File: config.mk
export PLATFORM = sky130hd
export DESIGN_NAME = packed_lane_sequencer
export DESIGN_NICKNAME = d
export VERILOG_FILES = /design/src/rtl/packed_lane_sequencer.sv
export SDC_FILE = /design/constraint.sdc
export NUM_CORES = 1
export LEC_CHECK = 0
export ABC_AREA = 1
export BUFFER_PORTS_ARGS = -buffer_cell sky130_fd_sc_hd__buf_4
export CAP_MARGIN = 20
export CORE_MARGIN = 3
export CORE_UTILIZATION = 46
export CTS_BUF_LIST = sky130_fd_sc_hd__clkbuf_16
export DETAILED_ROUTE_END_ITERATION = 10
export PLACE_DENSITY = 0.76
export SLEW_MARGIN = 10
export SYNTH_ARGS = -nofsm -noshare
export SYNTH_HDL_FRONTEND = slang
export SYNTH_SLANG_ARGS = --single-unit
File: constraint.sdc
create_clock -name clk -period 1.5 [get_ports clk]
set_clock_uncertainty 0.15 [all_clocks]
set_input_delay 0.075 -clock clk [delete_from_list [all_inputs] [get_ports clk]]
set_output_delay 0.075 -clock clk [all_outputs]
set_load 0.05 [all_outputs]
File: src/rtl/packed_lane_sequencer.sv
// Serialises a packed N x W lane vector onto one W-bit valid/ready port,
// issuing only the enabled lanes in ascending index order.
module packed_lane_sequencer #(
    parameter int unsigned N  = 4,
    parameter int unsigned W  = 28,
    localparam int unsigned LW = (N > 1) ? $clog2(N) : 1
) (
    input  logic              clk,
    input  logic              rst,
    input  logic              in_valid,
    output logic              in_ready,
    input  logic [N*W-1:0]    in_data,
    input  logic [N-1:0]      in_mask,
    output logic              out_valid,
    input  logic              out_ready,
    output logic [W-1:0]      out_data,
    output logic [LW-1:0]     out_lane,
    output logic              out_last,
    output logic              busy
);

    typedef enum logic [0:0] {StIdle, StSend} state_e;

    state_e                 state_q;
    logic [N-1:0][W-1:0]    held_q;
    logic [N-1:0]           pend_q;
    logic [LW-1:0]          ptr_q;

    logic                   in_accept;
    logic                   beat_accept;
    logic [N-1:0]           pend_rest;

    function automatic logic [LW-1:0] lowest_set(input logic [N-1:0] m);
        logic [LW-1:0] idx;
        idx = '0;
        for (int i = N - 1; i >= 0; i--) begin
            if (m[i]) idx = LW'(i);
        end
        return idx;
    endfunction

    always_comb begin
        out_last = (state_q == StSend);
        for (int i = 0; i < N; i++) begin
            if (pend_q[i] && (i > int'(ptr_q))) out_last = 1'b0;
        end
    end

    always_comb begin
        pend_rest        = pend_q;
        pend_rest[ptr_q] = 1'b0;
    end

    assign out_valid   = (state_q == StSend);
    assign busy        = (state_q == StSend);
    assign out_data    = held_q[ptr_q];
    assign out_lane    = ptr_q;
    assign beat_accept = out_valid & out_ready;
    // out_ready -> in_ready is the only combinational path, and only on the last beat.
    assign in_ready    = !rst && ((state_q == StIdle) || (beat_accept && out_last));
    assign in_accept   = in_valid & in_ready;

    always_ff @(posedge clk) begin
        if (rst) begin
            state_q <= StIdle;
            held_q  <= '0;
            pend_q  <= '0;
            ptr_q   <= '0;
        end else if (in_accept) begin
            held_q <= in_data;
            pend_q <= in_mask;
            if (in_mask == '0) begin
                state_q <= StIdle;
            end else begin
                state_q <= StSend;
                ptr_q   <= lowest_set(in_mask);
            end
        end else if (beat_accept) begin
            pend_q <= pend_rest;
            if (out_last) begin
                state_q <= StIdle;
            end else begin
                ptr_q <= lowest_set(pend_rest);
            end
        end
    end

endmodule

=== Word level (Yosys, flattened, before mapping) ===
Index checks and enable logic that the tools add are counted.

* Magnitude comparators: 5
* Equality and inequality tests: 2
* Mux-type cells: 25
* Bitwise gates (word level): 5
* Reduce and logical (&&, ||, !) cells: 13

{| class="wikitable"
|+ Operators with widths
! cell !! count
|-
| binary-select mux 28 bit (select 2 bit) || 1
|-
| two-way mux 28 bit || 1
|-
| two-way mux 2 bit || 12
|-
| two-way mux 1 bit || 8
|-
| two-way mux 4 bit || 2
|-
| logical AND 1 bit || 6
|-
| AND 4 bit || 1
|-
| > comparator 2 bit, first input constant || 2
|-
| logical NOT 4 bit || 1
|-
| inverter 4 bit || 1
|-
| nonzero test 2 bit || 2
|-
| < comparator 2 x 3 -> 1 bit, second input constant || 1
|-
| AND reduction 3 bit || 1
|-
| AND 1 bit || 2
|-
| demux 1 bit (select 2 bit) || 1
|-
| greater-or-equal comparator 2 x 1 -> 1 bit, second input constant || 1
|-
| > comparator 1 x 2 -> 1 bit, first input constant || 1
|-
| inequality test 2 x 1 -> 1 bit, second input constant || 1
|-
| inequality test 2 bit, second input constant || 1
|-
| AND reduction 2 bit || 1
|-
| logical NOT 1 bit || 1
|-
| logical OR 1 bit || 1
|-
| inverter 1 bit || 1
|}

* Register bits: 119
* Input bits: 120
* Output and inout port bits: 34
* Word-level logic and storage cells: 57

=== Depth between registers and ports, before layout ===
Gate-level depths: netlist of the first run.

* Depth in word-level cells: 13
* Mapped depth: 11
* Mapped depth without buffers: 11

=== Worst setup path before layout of the first run ===
OpenSTA, ideal clock, no wires.

* Path type: reg2out
* Start point: reg ptr_q[1] (netlist: out_lane[1])
* End point: out out_data[0]
* Data arrival time: 2056 ps
* Required time: 1275 ps
* Path slack: -781 ps
* Stages on the path, launching flop included: 7
* Path buffers: 2
* Cells stage by stage: dfxtp_1 > inv_1 > nor2_1 > clkbuf_1 > clkbuf_1 > nand2_1 > nand4_1

* Longest elaborated chain between the ends: 2

{| class="wikitable"
|+ Ends and longest elaborated chain
! element !! RTL line !! text
|-
| start, declared || 27 || <nowiki>logic [LW-1:0] ptr_q;</nowiki>
|-
| start signal, assigned || 76 || <nowiki>ptr_q <= lowest_set(in_mask);</nowiki>
|-
| start signal, assigned || 83 || <nowiki>ptr_q <= lowest_set(pend_rest);</nowiki>
|-
| binary-select mux 28 bit (select 2 bit) || 56 || <nowiki>assign out_data = held_q[ptr_q];</nowiki>
|-
| two-way mux 28 bit (implied by the code) || 56 ||
|-
| end, declared || 16 || <nowiki>output logic [W-1:0] out_data,</nowiki>
|}

No other way between the ends. The select of a mux whose other input is x is not followed.

=== Final worst setup path of the first run ===
* Start point: reg ptr_q[0] (netlist: out_lane[0])
* End point: out out_data[12]

Same word-level chain as after synthesis.

==> flow_summary.ini, run 1 <==
[finish]
mostFrequentLayoutCell = nand2_1
layout-drive-gt1-share = 0.326
fin_util = 0.864
stdcell_count = 1119
multiInputGateArea_sq_um = 2610
antenna-diode-count = 0
mostFrequentLayoutCells = nand2_1 (263), buf_4 (147), dlygate4sd3_1 (119)
finalNetCount = 1091
syn2layout_area_growth_pct = 80.2
nFillCells = 491
stdcell_area_sq_um = 9030
regArea_sq_um = 2390

[job]
maxCapViolations = 0

[grt]
first_global_vias = 6355
grt_overflow = 0
antenna_found_initial = 0
grt_usage = 0.321
grt_pass1_wl_um = 31800
grt_max_degree = 67

[timing]
fmax_mhz = 506
whs_ns = 0.247
rsz0062_at_grt = true
relSlewSlack = 0.789
worstMarginPinSlew_ns = 0.316
tns_ns = -40.85
fin_crit_sh = 1.32
final-hold-violation-count = 0
post-route-worst-setup-slack_ns = -0.477
drv_slew = 0
fin_crit_ns = 1.98
setup_violations = 149

[placed_design]
dpl-instance-area_sq_um = 6650
io_buffers = 153
placed_cells_incl_taps = 956
dpl.hpwl_um = 10600
dpl_worst_slack_ns = -0.155
gp_congestion = 0.878

[hold_path]
holdPathEnd = held_q[98]
min_path_type = in -> reg
min_delay_path_depth = 4
hp-start = in_data[98]

[setup_path]
end_kind = output port
crit_slowest_cell = dfxtp_4
cp_data_required_time_ns = 1.27
cp_max_fo = 7
path_cells = inv_4 > nor2_4 > buf_6 > clkbuf_16 > a22oi_2 > nand3_4 > buf_8
rr_startpoint = out_lane[1]
r2r-end = held_q[85]
cp.arrival_ns = 1.75
critical_path.max_stage_delay_ns = 0.37
crit_type = reg -> out
critPathLaunchType = flop
r2r_cells = 9
reg2reg_setup_slack_ns = -0.38
crit_start = out_lane[0]

[floorplanning]
start_util = 0.479
ioPinCount = 154
design.core.area_sq_um = 10500
dieHeight_um = 110
row_count = 37
chipWidth_um = 110
die-area_sq_um = 12200

[clock_network]
cts_tree = yes
cts_buffers = 17
clkSinkCount = 119
htree_levels = 4
cts_buffer_depth = 2
insertion_delay_ns = 0.41
root_buffer = clkbuf_16
path_clk_slew_ns = 0.05

[routing]
wl_um = 21200
postRouteAntennaNets = 0
drtIter0Drc = 667
drc = 0
top_layer_used = met4
routedWlPerCell_um = 18.9
dr_total_vias = 6350
dr.pass1.iters = 5
met3_length_um = 1650
vias_per_cell = 5.67
wl_met1_um = 7520
wl_met2_um = 10600

[synth]
ys_seq_area_frac = 0.475
ys_ff_latch = 119
syn_nets = 799
synthesis.area_sq_um = 5010
synth.top_cell.area_share = 0.475
syn_inst = 679
yosys_warnings = 0
synth_top_area_cell = dfxtp_1
syn_avg_cell_area_sq_um = 7.38
synth_area_leaders = dfxtp_1 (48%), nand2_1 (22%), nand3_1 (12%)
synth_cell_types = 20

[pwr]
p_per_area_nw_per_um2 = 1130
cellLeakagePower_nw = 4.35
vdd_drop_max_mv = 0.772
power_mw = 10.2

[outcome]
violations = negative setup slack
outcome = finished with violations
==> flip-flops by register name, summed over array words and instances, names as in the netlist <==
name,flops
busy,1
held_q,112
out_lane,2
pend_q,4
==> layout make-up <==
cell class              instances  area share
repair buffers                323       0.353
multi-input cells             492       0.289
flip-flops and latches        119       0.265
clock buffers                  17      0.0471
well taps                     136      0.0188
clock inverters                14      0.0177
inverters                      18     0.00956
==> where the power goes <==
part           switching (mW)  internal [mW]  total, mW
logic                    1.35           1.17       2.52
registers               0.195           3.42       3.62
clock network            1.46           2.58       4.04
total                    3.01           7.17       10.2
==> Yosys cell counts (all sizes together) <==
library cell	n
a21oi	9
a22oi	45
nand3	126
o211ai	1
buf	30
nand4	7
dfxtp	119
o21ai	5
nor2	9
nand2	290
clkbuf	20
inv	18
==> layer usage <==
| layer | global-route usage | vias up |
|---|---|---|
| li1 | - | 2835 |
| met1 | 0.356 | 2986 |
| met2 | 0.560 | 402 |
| met3 | 0.0712 | 127 |
| met4 | 0.190 | 0 |
| met5 | 0 | - |
==> worst max-delay path: cells and delay by family (launching register included) <==
family	cells	cell delay, ns
buffers and inverters	4	0.53
DFF	1	0.37
AOI/OAI and AO/OA	1	0.29
and+or+nand+nor	2	0.15
==> cell families (layout without fill, tap and decap cells) <==
family | Yosys count | count (layout) | synth area share
buffers and inverters | 68 | 372 | 0.0814
AOI/OAI and AO/OA | 60 | 60 | 0.0836
DFF | 119 | 119 | 0.475
and+or+nand+nor | 432 | 432 | 0.360
==> timing repair <==
action                                 CTS  global route
gates resized for setup                 76            34
setup buffers                            5             3
endpoints found under the hold margin  119             0
setup endpoints to repair              149           149
hold buffers                           119             0
gates cloned                             2             3
pin swaps                                5             5
==> worst max path at each step <==
stage	endpoint	slack (ns)	cells after the start
2_1_floorplan	held_q[0]	-0.20	10
3_3_place_gp	out_data[11]	-0.15	6
6_report	out_data[12]	-0.48	7
4_1_cts	out_data[13]	-0.39	8
3_5_place_dp	held_q[71]	-0.15	9
5_1_grt	out_data[12]	-0.52	7
Note: power is estimated with default switching activity, not from simulation.
==> inputs of run 2 (changes only) <==
--- a/config.mk
+++ b/config.mk
@@ -13,6 +13,7 @@
 export CTS_BUF_LIST = sky130_fd_sc_hd__clkbuf_16
 export DETAILED_ROUTE_END_ITERATION = 10
 export PLACE_DENSITY = 0.76
+export RECOVER_POWER = 100
 export SLEW_MARGIN = 10
 export SYNTH_ARGS = -nofsm -noshare
 export SYNTH_HDL_FRONTEND = slang
==> run 2 against run 1 <==
Worst hold slack got worse by 0.0018 ns; sequential power about the same; the flow still finishes with violations (negative setup slack); sequential cell count unchanged; sequential share of layout area about the same; register-to-register slack barely moved; maximum frequency down 0.23%; final cell count unchanged; power barely moved; via count is 0.39% lower; largest power group unchanged.
==> flow_summary.ini, run 2 (synthesized netlist as in run 1, its figures left out) <==
[finish]
mostFrequentLayoutCells = nand2_1 (263), buf_4 (143), dlygate4sd3_1 (119)
layout-drive-gt1-share = 0.326
largest-register = held_q
syn2layout_area_growth_pct = 80.0
antenna-diode-count = 0
mostFrequentLayoutCell = nand2_1
finalNetCount = 1091
stdcell_area_sq_um = 9020
largest_register_ffs = 112

[clock_network]
insertion_delay_ns = 0.41
root_buffer = clkbuf_16
path_clk_slew_ns = 0.05
cts_buffer_depth = 2
clkSinkCount = 119
cts_tree = yes
htree_levels = 4
cts_buffers = 17

[timing]
fin_crit_ns = 1.98
post-route-worst-setup-slack_ns = -0.481
drv_slew = 0
final-hold-violation-count = 0
setup_violations = 149
tns_ns = -41.11
fmax_mhz = 505
worstMarginPinSlew_ns = 0.356
relSlewSlack = 0.760
fin_crit_sh = 1.32
rsz0062_at_grt = true

[pwr]
power_mw = 10.2
cellLeakagePower_nw = 4.35
vdd_drop_max_mv = 0.772
p_per_area_nw_per_um2 = 1130

[grt]
grt_pass1_wl_um = 31800
grt_max_degree = 67
first_global_vias = 6355
antenna_found_initial = 0
grt_overflow = 0
grt_usage = 0.321

[routing]
drc = 0
postRouteAntennaNets = 0
routedWlPerCell_um = 19.0
drtIter0Drc = 669
dr.pass1.iters = 5
dr_total_vias = 6325
vias_per_cell = 5.65
wl_um = 21200

[floorplanning]
design.core.area_sq_um = 10500
start_util = 0.479
ioPinCount = 154
chipWidth_um = 110
die-area_sq_um = 12200
row_count = 37
dieHeight_um = 110

[placed_design]
dpl-instance-area_sq_um = 6650
gp_congestion = 0.878
dpl.hpwl_um = 10600
dpl_worst_slack_ns = -0.155
io_buffers = 153

[outcome]
outcome = finished with violations
violations = negative setup slack

[setup_path]
cp_data_required_time_ns = 1.27
path_depth = 7
critical_path.max_stage_delay_ns = 0.37
path_delay_family = buffers and inverters
critPathLaunchType = flop
crit_type = reg -> out
r2r_cells = 9
end_kind = output port
cp_max_fo = 7
cp_num_buf_inv = 4
crit_slowest_cell = dfxtp_4
crit_start = out_lane[0]
rr_startpoint = out_lane[1]
cp.arrival_ns = 1.76
path_cells = inv_4 > nor2_4 > buf_6 > clkbuf_16 > a22oi_2 > nand3_4 > buf_8
reg2reg_setup_slack_ns = -0.38

[hold_path]
min_delay_path_depth = 4
min_path_type = in -> reg
hp-start = in_data[98]

[job]
maxCapViolations = 0
run 2: cell types whose count changed in the layout (fill, tap and decap cells not counted), sizes merged:
cell	change
buf	-4
clkbuf	+4
run 2: per-stage QoR:
| stage | std cells | hold slack (ns) | utilization |
|---|---|---|---|
| 6_report | 1119 | 0.245 | 0.863 |
| 5_1_grt | 1119 | 0.262 | 0.863 |
| 4_1_cts | 1113 | 0.232 | 0.841 |
| 3_5_place_dp | 956 | 0.125 | 0.635 |
| 3_3_place_gp | 956 | 0.121 | 0.635 |
| 2_1_floorplan | 679 | -0.00593 | - |
run 2: power breakdown:
group | leakage (nW) | internal (mW) | total, mW | switching [mW]
Clock | 0.274 | 2.58 | 4.05 | 1.47
Combinational | 3.09 | 1.16 | 2.51 | 1.35
Sequential | 0.985 | 3.42 | 3.62 | 0.196
Total | 4.35 | 7.16 | 10.2 | 3.01
run 2: area by class of cell:
class                      count  area (sq um)
clock buffer                  17           425
clock inverter                14           160
fill                         495          1440
inverter                      18          86.3
multi-input combinational    492          2610
sequential                   119          2390
tap                          136           170
timing repair buffer         323          3180
run 2: worst paths after layout:
| path | end |
|---|---|
| worst max-delay path | out_data[12] |
| worst min-delay path | held_q[98] |
| worst max register to register | held_q[85] |
| worst min register to register | held_q[23] |
run 2: worst reg2reg max path: stages (launching register included):
cell and delay (ns):
dfxtp_4 0.37, nor2_2 0.19, nand2_1 0.11, nand4_1 0.15
nand2_2 0.11, nand3_4 0.12, buf_6 0.15, bufbuf_16 0.29
nand3_1 0.11, nand2_1 0.09
run 2: layer usage:
metal | track usage | part of all wire
met1 | 0.356 | 0.36
met2 | 0.560 | 0.50
met3 | 0.0712 | 0.077
met4 | 0.190 | 0.064
met5 | 0 | 0
run 2: repair_timing:
item / 4_1_cts / 5_1_grt
endpoints found under the setup margin: 149 / 149
resized for setup: 76 / 34
buffers inserted: 5 / 3
hold buffers: 119 / 0
gates cloned: 2 / 3
pin swaps: 5 / 5
endpoints found under the hold margin: 119 / 0
==> inputs of run 3 (changes only) <==
--- a/config.mk
+++ b/config.mk
@@ -6,7 +6,7 @@
 export NUM_CORES = 1
 export LEC_CHECK = 0
 export ABC_AREA = 1
-export BUFFER_PORTS_ARGS = -buffer_cell sky130_fd_sc_hd__buf_4
+export BUFFER_PORTS_ARGS = -buffer_cell sky130_fd_sc_hd__buf_2
 export CAP_MARGIN = 20
 export CORE_MARGIN = 3
 export CORE_UTILIZATION = 46
==> run 3 against run 2 <==
Synthesized cell count unchanged; synthesized area did not move; the run now fails in global routing.
==> flow_summary.ini, run 3 <==
[synth]
synthArstFlopShare = 0
synth_area_leaders = dfxtp_1 (48%), nand2_1 (22%), nand3_1 (12%)
synth_cell_types = 20
synth.most_common_cell = nand2_1
syn_nets = 799
synthTopCellsByCount = nand2_1 (289), nand3_1 (125), dfxtp_1 (119)
synthFlopType = dfxtp_1
synth_top_area_cell = dfxtp_1
synth-edff-count = 0
synthesis.area_sq_um = 5010
ys_ff_latch = 119
syn_inst = 679
syn_avg_cell_area_sq_um = 7.38
ys_seq_area_frac = 0.475
yosys_warnings = 0
synth.top_cell.area_share = 0.475

[clock_network]
cts_buffers = 17
clkSinkCount = 119
cts_buffer_depth = 2
root_buffer = clkbuf_16
htree_levels = 4

[timing]
worst-ep-kind = output port
crit_endpoint = out_data[12]

[placed_design]
io_buffers = 153
dpl.hpwl_um = 10300
gp_congestion = 0.891

[outcome]
outcome = did not finish
stop_stage = global routing
tool.error = [ERROR DPL-0038] Utilization greater than 100%, impossible to legalize

[floorplanning]
dieHeight_um = 110
row_count = 37
chipWidth_um = 110
ioPinCount = 154
start_util = 0.479

[grt]
grt_max_degree = 48
==> run 3: metrics by stage <==
| step | instances | utilization | cell area (sq um) | worst slack [ns] | hold WS (ns) |
|---|---|---|---|---|---|
| floorplan | 679 | - | 5280 | -0.199 | -0.00593 |
| global placement | 954 | 0.594 | 6210 | -0.169 | 0.120 |
| detailed placement | 954 | 0.594 | 6210 | -0.208 | 0.122 |
| CTS | 1138 | 0.910 | 9520 | -0.420 | 0.215 |
==> run 3: logic make-up after synthesis <==
| logic type | share of synthesized area |
|---|---|
| buffers and inverters | 0.0814 |
| and+or+nand+nor | 0.360 |
| DFF | 0.475 |
| AOI/OAI and AO/OA | 0.0836 |
==> run 3: repair_timing <==
item,in CTS
gates cloned,19
pin swaps,26
hold buffers,119
resized for setup,206
hold endpoints to repair,118
endpoints found under the setup margin,148
setup buffers,14
==> inputs of run 4 (changes only) <==
--- a/config.mk
+++ b/config.mk
@@ -9,10 +9,9 @@
 export BUFFER_PORTS_ARGS = -buffer_cell sky130_fd_sc_hd__buf_2
 export CAP_MARGIN = 20
 export CORE_MARGIN = 3
-export CORE_UTILIZATION = 46
-export CTS_BUF_LIST = sky130_fd_sc_hd__clkbuf_16
+export CORE_UTILIZATION = 40
 export DETAILED_ROUTE_END_ITERATION = 10
-export PLACE_DENSITY = 0.76
+export PLACE_DENSITY_LB_ADDON = 0.15
 export RECOVER_POWER = 100
 export SLEW_MARGIN = 10
 export SYNTH_ARGS = -nofsm -noshare
==> constraint.sdc (replaced) <==
create_clock -name clk -period 2 [get_ports clk]
set_clock_uncertainty 0.15 [all_clocks]
set_input_delay 0.1 -clock clk [delete_from_list [all_inputs] [get_ports clk]]
set_output_delay 0.1 -clock clk [all_outputs]
set_load 0.05 [all_outputs]
==> run 4 against run 3 <==
The flow now finishes, with violations (negative setup slack).
==> flow_summary.ini, run 4 (synthesized netlist as in run 1, its figures left out) <==
[routing]
dr_total_vias = 5887
routedWlPerCell_um = 17.4
wl_um = 19900
drc = 0
postRouteAntennaNets = 0
drtIter0Drc = 635
dr.pass1.iters = 7
vias_per_cell = 5.15

[outcome]
violations = negative setup slack
outcome = finished with violations

[clock_network]
cts_tree = yes
clkSinkCount = 119
cts_buffer_depth = 2
root_buffer = clkbuf_16
insertion_delay_ns = 0.41
cts_buffers = 17
path_clk_slew_ns = 0.05
htree_levels = 4

[timing]
worstMarginPinSlew_ns = 0.616
rsz0062_at_grt = true
setup_violations = 2
fin_crit_sh = 1.01
fmax_mhz = 497
fin_crit_ns = 2.01
final-hold-violation-count = 0
relSlewSlack = 0.591
post-route-worst-setup-slack_ns = -0.0103
drv_slew = 0

[finish]
layout-drive-gt1-share = 0.300
multiInputGateArea_sq_um = 2490
nFillCells = 893
largest-register = held_q
mostFrequentLayoutCells = nand2_1 (271), buf_2 (121), dlygate4sd3_1 (119)
regArea_sq_um = 2390
stdcell_count = 1142
largest_register_ffs = 112
syn2layout_area_growth_pct = 72.3
mostFrequentLayoutCell = nand2_1
finalNetCount = 1079

[grt]
grt_overflow = 0
grt_max_degree = 122
grt_pass1_wl_um = 27000
first_global_vias = 5442
grt_usage = 0.238
antenna_found_initial = 1

[setup_path]
reg2reg_setup_slack_ns = -0.01
crit_slowest_cell = dfxtp_4
cp_max_fo = 44
cp.arrival_ns = 2.15
critPathMostFrequentCell = buf_12
crit_type = reg -> reg
critPathLaunchType = flop
critical_path.max_stage_delay_ns = 0.40
cp_data_required_time_ns = 2.14
end_kind = flop
path_cells = clkinvlp_4 > a21oi_2 > nand4_1 > nand2_2 > nand3_4 > buf_12 > buf_12 > nand3_1 > nand2_1

[floorplanning]
dieHeight_um = 118
chipWidth_um = 118
ioPinCount = 154
die-area_sq_um = 13900
design.core.area_sq_um = 12100
row_count = 40
start_util = 0.414

[job]
maxCapViolations = 0

[pwr]
cellLeakagePower_nw = 4.21
vdd_drop_max_mv = 0.546
power_mw = 7.62
p_per_area_nw_per_um2 = 882

[placed_design]
io_buffers = 153
dpl.hpwl_um = 9970
placed_cells_incl_taps = 961
gp_congestion = 0.840

[hold_path]
min_path_type = in -> reg
==> run 4: repair_timing <==
action / in CTS / in global routing
gates cloned: 0 / 15
hold buffers: 119 / 0
pin swaps: 0 / 19
hold endpoints to repair: 116 / 0
gates resized for setup: 29 / 115
buffers inserted: 0 / 15
setup endpoints to repair: 28 / 137
==> run 4: final timing paths <==
path,cells after the start,from,end
setup / recovery,9,out_lane[1],held_q[103]
hold / removal,4,in_data[5],held_q[5]
setup reg to reg,9,out_lane[1],held_q[103]
hold reg to reg,2,held_q[33],held_q[33]
==> run 4: layout make-up <==
class | count | share of cell area
inverters | 18 | 0.0107
clock inverters | 8 | 0.0136
clock buffers | 24 | 0.0581
flip-flops and latches | 119 | 0.277
repair inverters | 1 | 0.00101
multi-input cells | 492 | 0.289
well taps | 168 | 0.0243
diodes | 2 | 0.000579
repair buffers | 310 | 0.326
==> run 4: report_power, final <==
group	internal (mW)	switching, mW
combinational	0.766	0.974
clock	2.12	1.06
sequential	2.57	0.134
==> run 4: through the flow <==
step	util	instance area [sq um]	setup TNS, ns	worst slack [ns]	hold slack [ns]
5_1_grt	0.713	8640	-5.79	-0.0890	0.267
2_1_floorplan	-	5090	-0.0805	-0.0805	0.0191
4_1_cts	0.643	7790	-0.0463	-0.0178	0.254
3_3_place_gp	0.487	5900	0	0.191	0.144
6_report	0.713	8640	-0.0145	-0.0103	0.269
3_5_place_dp	0.487	5900	0	0.127	0.146
==> run 4: per-layer routing <==
metal	global-route usage	routed length (um)	part of all wire
met5	0	0	0
met4	0.0703	558	0.028
met3	0.0543	1520	0.076
met2	0.397	9760	0.49
met1	0.309	8080	0.41
==> run 4: worst max-delay path, delay by kind of cell (launching register included) <==
kind                   cells  cell delay [ns]
AO/OA/AOI/OAI              1             0.18
flip-flops                 1             0.40
AND/OR/NAND/NOR            5             0.64
buffers and inverters      3             0.50
